--- src/rtl/btn_debounce_pulse.sv ---
// btn_debounce_pulse: conditions N raw pushbuttons for the calculator FSM.
// Each channel runs a 2-FF synchroniser, a debounce counter and a 4-state FSM.
// The outputs are debounced levels, 1-cycle press and release pulses, and a
// single-button press vector.
// Optional feature: define BTN_AUTOREPEAT_EN to add hold-to-repeat press pulses.
module btn_debounce_pulse #(
    parameter int N          = 4,
    parameter int DEB_CYCLES = 500000,
    parameter int RPT_DELAY  = 25000000,
    parameter int RPT_RATE   = 5000000
) (
    input  logic         clk,
    input  logic         rst,
    input  logic [N-1:0] btn_in,
    output logic [N-1:0] btn_level,
    output logic [N-1:0] btn_press,
    output logic [N-1:0] btn_release,
    output logic [N-1:0] btn_single,
    output logic         busy
);

    localparam int MAX_DR  = (DEB_CYCLES > RPT_DELAY) ? DEB_CYCLES : RPT_DELAY;
    localparam int CNT_MAX = (MAX_DR > RPT_RATE) ? MAX_DR : RPT_RATE;
    localparam int CNT_W   = $clog2(CNT_MAX) + 1;

    localparam logic [CNT_W-1:0] DEB_LAST = CNT_W'(DEB_CYCLES - 1);

`ifdef BTN_AUTOREPEAT_EN
    // The hold counter counts up from 0 after entering PRESSED. Reloading it with
    // DELAY-RATE after each repeat makes the later repeats RATE cycles apart.
    // This needs RPT_DELAY >= RPT_RATE >= 1.
    localparam logic [CNT_W-1:0] RPT_FIRST  = CNT_W'(RPT_DELAY - 1);
    localparam logic [CNT_W-1:0] RPT_RELOAD = CNT_W'(RPT_DELAY - RPT_RATE);
`endif

    typedef enum logic [1:0] {
        RELEASED     = 2'd0,
        PRESS_PEND   = 2'd1,
        PRESSED      = 2'd2,
        RELEASE_PEND = 2'd3
    } state_t;

    logic [N-1:0]     s1;
    logic [N-1:0]     s2;
    state_t           state     [N];
    state_t           state_nxt [N];
    logic [CNT_W-1:0] cnt       [N];
    logic [CNT_W-1:0] cnt_nxt   [N];
    logic [N-1:0]     level_nxt;
    logic [N-1:0]     press_nxt;
    logic [N-1:0]     release_nxt;
`ifdef BTN_AUTOREPEAT_EN
    logic [CNT_W-1:0] hold      [N];
    logic [CNT_W-1:0] hold_nxt  [N];
`endif

    // Saturating increment: counters stick at all-ones instead of wrapping.
    function automatic logic [CNT_W-1:0] sat_inc(input logic [CNT_W-1:0] v);
        return (v == {CNT_W{1'b1}}) ? v : v + CNT_W'(1);
    endfunction

    // Two-stage synchroniser on the raw asynchronous buttons.
    always_ff @(posedge clk) begin
        if (rst) begin
            s1 <= '0;
            s2 <= '0;
        end else begin
            s1 <= btn_in;
            s2 <= s1;
        end
    end

    // Per-channel next state, debounce counter and output pulse decisions.
    always_comb begin
        level_nxt   = btn_level;
        press_nxt   = '0;
        release_nxt = '0;
        for (int i = 0; i < N; i++) begin
            state_nxt[i] = state[i];
            cnt_nxt[i]   = cnt[i];
`ifdef BTN_AUTOREPEAT_EN
            hold_nxt[i]  = '0;
`endif
            case (state[i])
                RELEASED: begin
                    if (s2[i]) begin
                        state_nxt[i] = PRESS_PEND;
                        cnt_nxt[i]   = CNT_W'(1);
                    end
                end
                PRESS_PEND: begin
                    if (!s2[i]) begin
                        state_nxt[i] = RELEASED;
                        cnt_nxt[i]   = '0;
                    end else if (cnt[i] == DEB_LAST) begin
                        state_nxt[i] = PRESSED;
                        level_nxt[i] = 1'b1;
                        press_nxt[i] = 1'b1;
                        cnt_nxt[i]   = '0;
                    end else begin
                        cnt_nxt[i]   = sat_inc(cnt[i]);
                    end
                end
                PRESSED: begin
                    if (!s2[i]) begin
                        state_nxt[i] = RELEASE_PEND;
                        cnt_nxt[i]   = CNT_W'(1);
                    end
`ifdef BTN_AUTOREPEAT_EN
                    else if (hold[i] == RPT_FIRST) begin
                        press_nxt[i] = 1'b1;
                        hold_nxt[i]  = RPT_RELOAD;
                    end else begin
                        hold_nxt[i]  = sat_inc(hold[i]);
                    end
`endif
                end
                RELEASE_PEND: begin
                    if (s2[i]) begin
                        state_nxt[i]   = PRESSED;
                        cnt_nxt[i]     = '0;
                    end else if (cnt[i] == DEB_LAST) begin
                        state_nxt[i]   = RELEASED;
                        level_nxt[i]   = 1'b0;
                        release_nxt[i] = 1'b1;
                        cnt_nxt[i]     = '0;
                    end else begin
                        cnt_nxt[i]     = sat_inc(cnt[i]);
                    end
                end
                default: begin
                    state_nxt[i] = RELEASED;
                    cnt_nxt[i]   = '0;
                end
            endcase
        end
    end

    // State, counter and registered-output update. Reset discards any qualification in progress.
    always_ff @(posedge clk) begin
        if (rst) begin
            for (int i = 0; i < N; i++) begin
                state[i] <= RELEASED;
                cnt[i]   <= '0;
`ifdef BTN_AUTOREPEAT_EN
                hold[i]  <= '0;
`endif
            end
            btn_level   <= '0;
            btn_press   <= '0;
            btn_release <= '0;
        end else begin
            for (int i = 0; i < N; i++) begin
                state[i] <= state_nxt[i];
                cnt[i]   <= cnt_nxt[i];
`ifdef BTN_AUTOREPEAT_EN
                hold[i]  <= hold_nxt[i];
`endif
            end
            btn_level   <= level_nxt;
            btn_press   <= press_nxt;
            btn_release <= release_nxt;
        end
    end

    // A press counts as single only when its own button is the only level high.
    always_comb begin
        btn_single = '0;
        for (int i = 0; i < N; i++) begin
            btn_single[i] = btn_press[i] & (btn_level == (N'(1) << i));
        end
    end

    // busy is high while any channel is qualifying an edge.
    always_comb begin
        busy = 1'b0;
        for (int i = 0; i < N; i++) begin
            busy = busy | (state[i] == PRESS_PEND) | (state[i] == RELEASE_PEND);
        end
    end

endmodule

--- config.mk ---
export PLATFORM = sky130hd
export DESIGN_NAME = btn_debounce_pulse
export DESIGN_NICKNAME = d
export VERILOG_FILES = /design/src/rtl/btn_debounce_pulse.sv
export SDC_FILE = /design/constraint.sdc
export NUM_CORES = 1
export LEC_CHECK = 0
export BUFFER_PORTS_ARGS = -buffer_cell sky130_fd_sc_hd__buf_4
export CAP_MARGIN = 20
export CORE_UTILIZATION = 35
export DETAILED_ROUTE_END_ITERATION = 8
export REMOVE_ABC_BUFFERS = 1
export SLEW_MARGIN = 5
export SYNTH_ARGS = -nofsm -noshare
export SYNTH_HDL_FRONTEND = slang
export SYNTH_SLANG_ARGS = --single-unit
--- constraint.sdc ---
create_clock -name clk -period 4.9 [get_ports clk]
set_input_delay 0.735 -clock clk [delete_from_list [all_inputs] [get_ports clk]]
set_output_delay 0.735 -clock clk [all_outputs]
set_load 0.01 [all_outputs]
==> results.md, run 1 <==
- Status: completed
- Family with the most delay on the worst path: simple AND/OR/NAND/NOR gates
- DR pass1 iterations: 5
- Sequential power share: 0.435
- Crit path launch: cnt[3][0]
- Combinational group share of total power: 0.039
- Multi-input gate area: 4144 µm²
- Hold Violations, Final: 0
- Place WS: 2385 ps
- Relative slew slack: 0.3214
- Register area: 2643 µm²
- Top cell type's share of synthesized area: 0.3745
- Worst Slack Setup Final: 2340 ps
- Dominant cells by area after synthesis: dfxtp_1, a21oi_1, a311oi_1, nand2_1, nor2_1
- Req. time, crit path: 5230 ps
- Critical path class: flop to flop
- DIE AREA: 20730 µm²
- Unique masters post-synth: 66
- Top_reg_cell synth: dfxtp_1
- First-pass GRT wire length: 30.60 mm
- Layout cell share with drive strength beyond 1: 0.08324
- Max frequency: 390.7 MHz
- Worst vdd ir: 0.2696 mV
- Fin util: 0.4088
- CP Capture Type: flop
- Cell row count: 51
- Post-synth top area cell: dfxtp_1
- Chip width: 144.0 µm
- Max Root-Sink Buffers: 2
- Starting Density: 0.3602
- Clock group share of total power: 0.526
- Starting DRT DRC Count: 670
- Vias in the first global route: 6206
- Area growth from synthesis to layout: 13.48%
- Final period util: 0.5224
- DRT Wirelength: 18.46 mm
- Ys async rst share: 0
- CP Depth: 7
- Worst endpoint data arrival time: 2890 ps
- Worst-Margin Slew: 1018 ps
- Root Buffer: clkbuf_16
- DP HPWL: 12.21 mm
- CTS resizes: 0
- Net Sw Power: 582.0 µW
- CP bufs+invs: 0
- Register-to-register setup slack: 2340 ps
- P_leak: 0.002389 µW
- Vias: 6887
- Int Pwr: 1955 µW
- Sequential-to-total area share from yosys stat: 0.3745
- Routed len/inst: 15.67 µm
- CTS buffer count: 17
- Critical Path Source Type: flop
- GPL Wtd Cong: 0.8689
- Ys Warns: 0
- Nets: 910
- Setup TNS: 0 ps
- DRC: 0
- Hold WC Path Type: flop to flop
- CP peak stage delay: 540 ps
- Fin Hold WS: 437.1 ps
- Max FO, Critical Path: 17
- Maxcap violations: 0
- Antenna violations before repair: 0
- Setup violators final: 0
- Io pins: 23
- Remaining antenna violation count after routing: 0
- Chip height: 144.0 µm
- Pwr dens: 316.8 nW/µm²
- Max Transition Viols Final: 0
- GR Util All Layers: 0.1846
- H-tree depth: 4
- CTS Sinks: 132
- CTS tree: done
- I/O Buffers: 22
- Fin Clk Skew: 7.564 ps
- Largest net degree at the start of global routing: 71
- Worst R2R End: cnt[3][21]
- Clock-pin slew on the worst setup and hold paths: 60 ps
- Crit-path slowest cell: nor4_2
- Syn Inst Count: 907
- Worst-skew pair later-pin latency: 420 ps
- Synth Register Bits: 132
- Core ar.: 19590 µm²
- Synthesized cell area: 7057 µm²
- Cts hold-fix bufs: 0
- Fillers: 2003
- Sw Share: 0.2294
- Drt via density: 5.846
- Minimum clock period: 2560 ps
- Antenna cells: 0
- FF-to-FF Start: cnt[3][0]
- Worst Setup EP: cnt[3][21]
- # Post-CTS Setup Buffers: 0
- R2R cell count: 7
- Crit-path cells: ha_1 > nand3_1 > nor4_2 > nand2_1 > a21oi_1 > nor2_1 > a211oi_1
- Grt ovf: 0
- RSZ-0062 raised after global routing: false
- Syn_area_per_cell: 7.780 µm²
- Number of synthesized flops with an enable pin: 0
-- synthesized netlist by cell type (all sizes together) (3+ instances only) --
library cell / count
a32oi: 3
nor2: 84
nand4b: 5
dfxtp: 132
nand2b: 5
nand4: 33
o31a: 4
nor4b: 9
a21o: 5
xor2: 5
a41oi: 7
mux2i: 3
and3: 16
inv: 15
a31oi: 27
and4: 13
nor2b: 11
or4: 18
a21oi: 77
ha: 4
nor3: 45
o311ai: 3
or2: 5
buf: 11
nand3b: 3
o211a: 4
a211oi: 14
a311oi: 41
nand3: 46
o211ai: 3
o21bai: 3
clkbuf: 43
o21a: 3
nor4: 19
nand2: 94
xnor2: 5
o21ai: 56
and2: 7
or3: 8
-- flip-flops by register name, summed over array words and instances, names as in the netlist, named ones only --
name,flops
btn_level,4
btn_press,4
btn_release,4
cnt,104
s1,4
s2,4
state,4
-- placed cells by master, fill, tap and decap left out, drive strengths merged, types with 28 or more instances in the layout --
cell type,instances
dfxtp,132
nand2,94
nor2,84
a21oi,77
o21ai,56
nand3,46
nor3,45
a311oi,41
nand4,33
buf,28
-- logic make-up (layout without fill, tap and decap cells) --
group / after synthesis / in the layout / synth area share
xor+xnor: 10 / 10 / 0.01241
mux: 3 / 3 / 0.004255
fa+ha+maj: 4 / 4 / 0.007092
compound gates: 259 / 259 / 0.2374
buf+inv: 69 / 75 / 0.03989
flops: 132 / 132 / 0.3745
simple gates: 430 / 430 / 0.3245
-- power groups by stage --
| stage | logic [µW] | registers (µW) | clock network [µW] |
|---|---|---|---|
| global route | 111 | 1100 | 1410 |
| CTS | 98.8 | 1100 | 1360 |
| global placement | 98.3 | 1130 | 0 |
| detailed placement | 98.4 | 1130 | 0 |
| finish | 99.4 | 1100 | 1330 |
| floorplan | 50.5 | 1120 | 0 |
-- how the worst min path moves through the flow --
stage / slack, ps / cells past startpoint / to / from
6_report: 440 / 1 / s2[1] / s1[1]
2_1_floorplan: 410 / 1 / s2[0] / s1[0]
3_3_place_gp: 420 / 1 / s2[1] / s1[1]
3_5_place_dp: 430 / 1 / s2[1] / s1[1]
4_1_cts: 440 / 1 / s2[1] / s1[1]
5_1_grt: 470 / 1 / s2[1] / s1[1]
-- metal layers --
layer / wire (µm) / GRT usage
met1: 9234 / 0.2473
met2: 8177 / 0.2878
met3: 740 / 0.03940
met4: 312 / 0.07279
met5: 0 / 0
-- per-stage QoR --
stage / total power, µW / std cells / area [µm²]
floorplan: 1171 / 853 / 6832
global placement: 1224 / 1145 / 7377
detailed placement: 1224 / 1145 / 7377
CTS: 2560 / 1177 / 7996
global route: 2624 / 1178 / 8008
finish: 2537 / 1178 / 8008
-- layout make-up --
type | count | area share
Multi-Input combinational cell | 706 | 0.5175
Tap cell | 265 | 0.04141
Sequential cell | 132 | 0.3300
Clock inverter | 12 | 0.01906
Clock buffer | 20 | 0.05828
Timing Repair Buffer | 28 | 0.02672
Inverter | 15 | 0.007031
(Power assumes the default switching activity.)
==> run 2: changes to the inputs <==
==> constraint.sdc (replaced) <==
create_clock -name clk -period 2.3 [get_ports clk]
set_input_delay 0.345 -clock clk [delete_from_list [all_inputs] [get_ports clk]]
set_output_delay 0.345 -clock clk [all_outputs]
set_load 0.01 [all_outputs]
==> run 2 against run 1 <==
Net effect:
- via count up 5.4%
- sequential cell count unchanged
- clock power up 99%
- highest routed layer unchanged
- first-iteration DRC count down 14%
- worst hold slack worse by 310 ps
- final cell count up 7.1%
- clock skew up 3.8 ps
- count of clock-buffer cells in the layout up 4
- final area up 7.7%
- sequential share of layout area down 2.3 points
==> results.md, run 2 (synthesis gave the netlist of run 1 again) <==
- CTS buffer count: 17
- Most frequent cells in the layout: dfxtp_1, buf_4, nand2_1
- Fin area: 8621 µm²
- DRT Wirelength: 19.38 mm
- First-pass GRT wire length: 32.42 mm
- Grt ovf: 0
- Fillers: 1968
- Met2 Use GR: 0.3204
- Starting DRT DRC Count: 576
- Placed instance count: 1230
- Nets: 994
- Worst vdd ir: 0.5585 mV
- Max reg flops: 104
- Max FO, Critical Path: 10
- Root Buffer: clkbuf_16
- Chip width: 144.0 µm
- Chip height: 144.0 µm
- Area after DPL: 8028 µm²
- Worst-Margin Slew: 552.7 ps
- RSZ-0062 raised after global routing: false
- Core ar.: 19590 µm²
- DRC: 0
- DP HPWL: 13.55 mm
- M3 GR Usage: 0.03609
- Routed len/inst: 15.36 µm
- Cell row count: 51
- DR pass1 iterations: 5
- Status: completed
- Io pins: 23
- Clock-pin slew on the worst setup and hold paths: 60 ps
- Req. time, crit path: 2590 ps
- H-tree depth: 4
- Post-Layout Cell Count: 1262
- Fin Clk Skew: 11.36 ps
- Starting Density: 0.3602
- Worst endpoint data arrival time: 2530 ps
- Drt via density: 5.750
- Maxcap violations: 0
- Fin util: 0.4401
- Max Root-Sink Buffers: 2
- Vias: 7256
- Pwr dens: 607.5 nW/µm²
- M1 GR Usage: 0.2580
- Antenna violations before repair: 0
- Relative slew slack: 0.6281
- I/O Buffers: 22
- Multi-input gate area: 4161 µm²
- Top reg by flops: cnt
- Max frequency: 445.4 MHz
- Critical path class: flop to flop
- GR Util All Layers: 0.1958
- Hold Violations, Final: 0
- Register area: 2643 µm²
- Busiest grt layer: met2
- DIE AREA: 20730 µm²
- Largest net degree at the start of global routing: 50
- Setup violators final: 0
- Worst-skew pair later-pin latency: 430 ps
- Remaining antenna violation count after routing: 0
- Total power: 5237 µW
- CP Capture Type: flop
- Max Transition Viols Final: 0
- Final period util: 0.9761
- Vias in the first global route: 6568
- Minimum clock period: 2245 ps
- Antenna cells: 0
- Layout cell share with drive strength beyond 1: 0.1635
- P_leak: 0.002801 µW
- GPL Wtd Cong: 0.8705
- CTS tree: done
- CTS Sinks: 132
- Critical Path Source Type: flop
- Commonest non-fill, non-tap cell in the layout: dfxtp_1
- Hold WC Path Type: primary input to flop
- Area growth from synthesis to layout: 22.16%
==> run 2: changes by cell type in the layout (fill, tap and decap cells not counted), moves of 2 or more <==
cell,delta
clkbuf_8,+2
bufinv_16,-2
buf_4,+84
clkbuf_1,+2
clkinvlp_4,-2
==> run 2: final timing paths <==
kind	startpoint	endpoint	slack, ps	cells past startpoint
max	cnt[2][10]	cnt[2][6]	60	6
max reg2reg	cnt[2][10]	cnt[2][6]	60	6
min	btn_in[3]	s1[3]	130	2
min reg2reg	s1[1]	s2[1]	450	1
==> run 2: critical path, stage by stage (launching register included) <==
cell and delay (ps):
dfxtp_1 360, nor4_1 420, nand4_1 270, o311a_1 550
buf_4 230, a41oi_1 220, a311oi_1 70
==> run 2: cell type report <==
class	instances	share of cell area
clock buffers	24	0.05820
clock inverters	8	0.008563
well taps	265	0.03846
repair buffers	112	0.09898
multi-input cells	706	0.4827
flip-flops and latches	132	0.3065
inverters	15	0.006531
==> run 2: power by group <==
group	total [µW]	leakage [µW]	switching [µW]	internal (µW)
registers	2340	0.00107	30.7	2310
clock network	2650	0.000282	1030	1620
logic	246	0.00145	159	86.9
total	5240	0.00280	1220	4020
==> run 2: through the flow <==
step	setup TNS, ps	hold slack, ps	worst slack, ps
finish	0	125.3	55.00
global route	0	152.0	2.569
CTS	0	111.7	94.70
global placement	0	417.5	162.2
floorplan	-6568	413.8	-313.7
detailed placement	0	446.0	84.47
==> run 2: layer usage <==
| layer | part of all wire | routed length (µm) |
|---|---|---|
| met2 | 0.46 | 8897 |
| met5 | 0 | 0 |
| met4 | 0.012 | 241 |
| met1 | 0.49 | 9465 |
| met3 | 0.040 | 776 |
==> run 2: what timing repair did <==
item | 4_1_cts | 5_1_grt
setup endpoints to repair | 0 | 20
resized for setup | 0 | 6
setup buffers | 0 | 0
hold buffers | 0 | 0
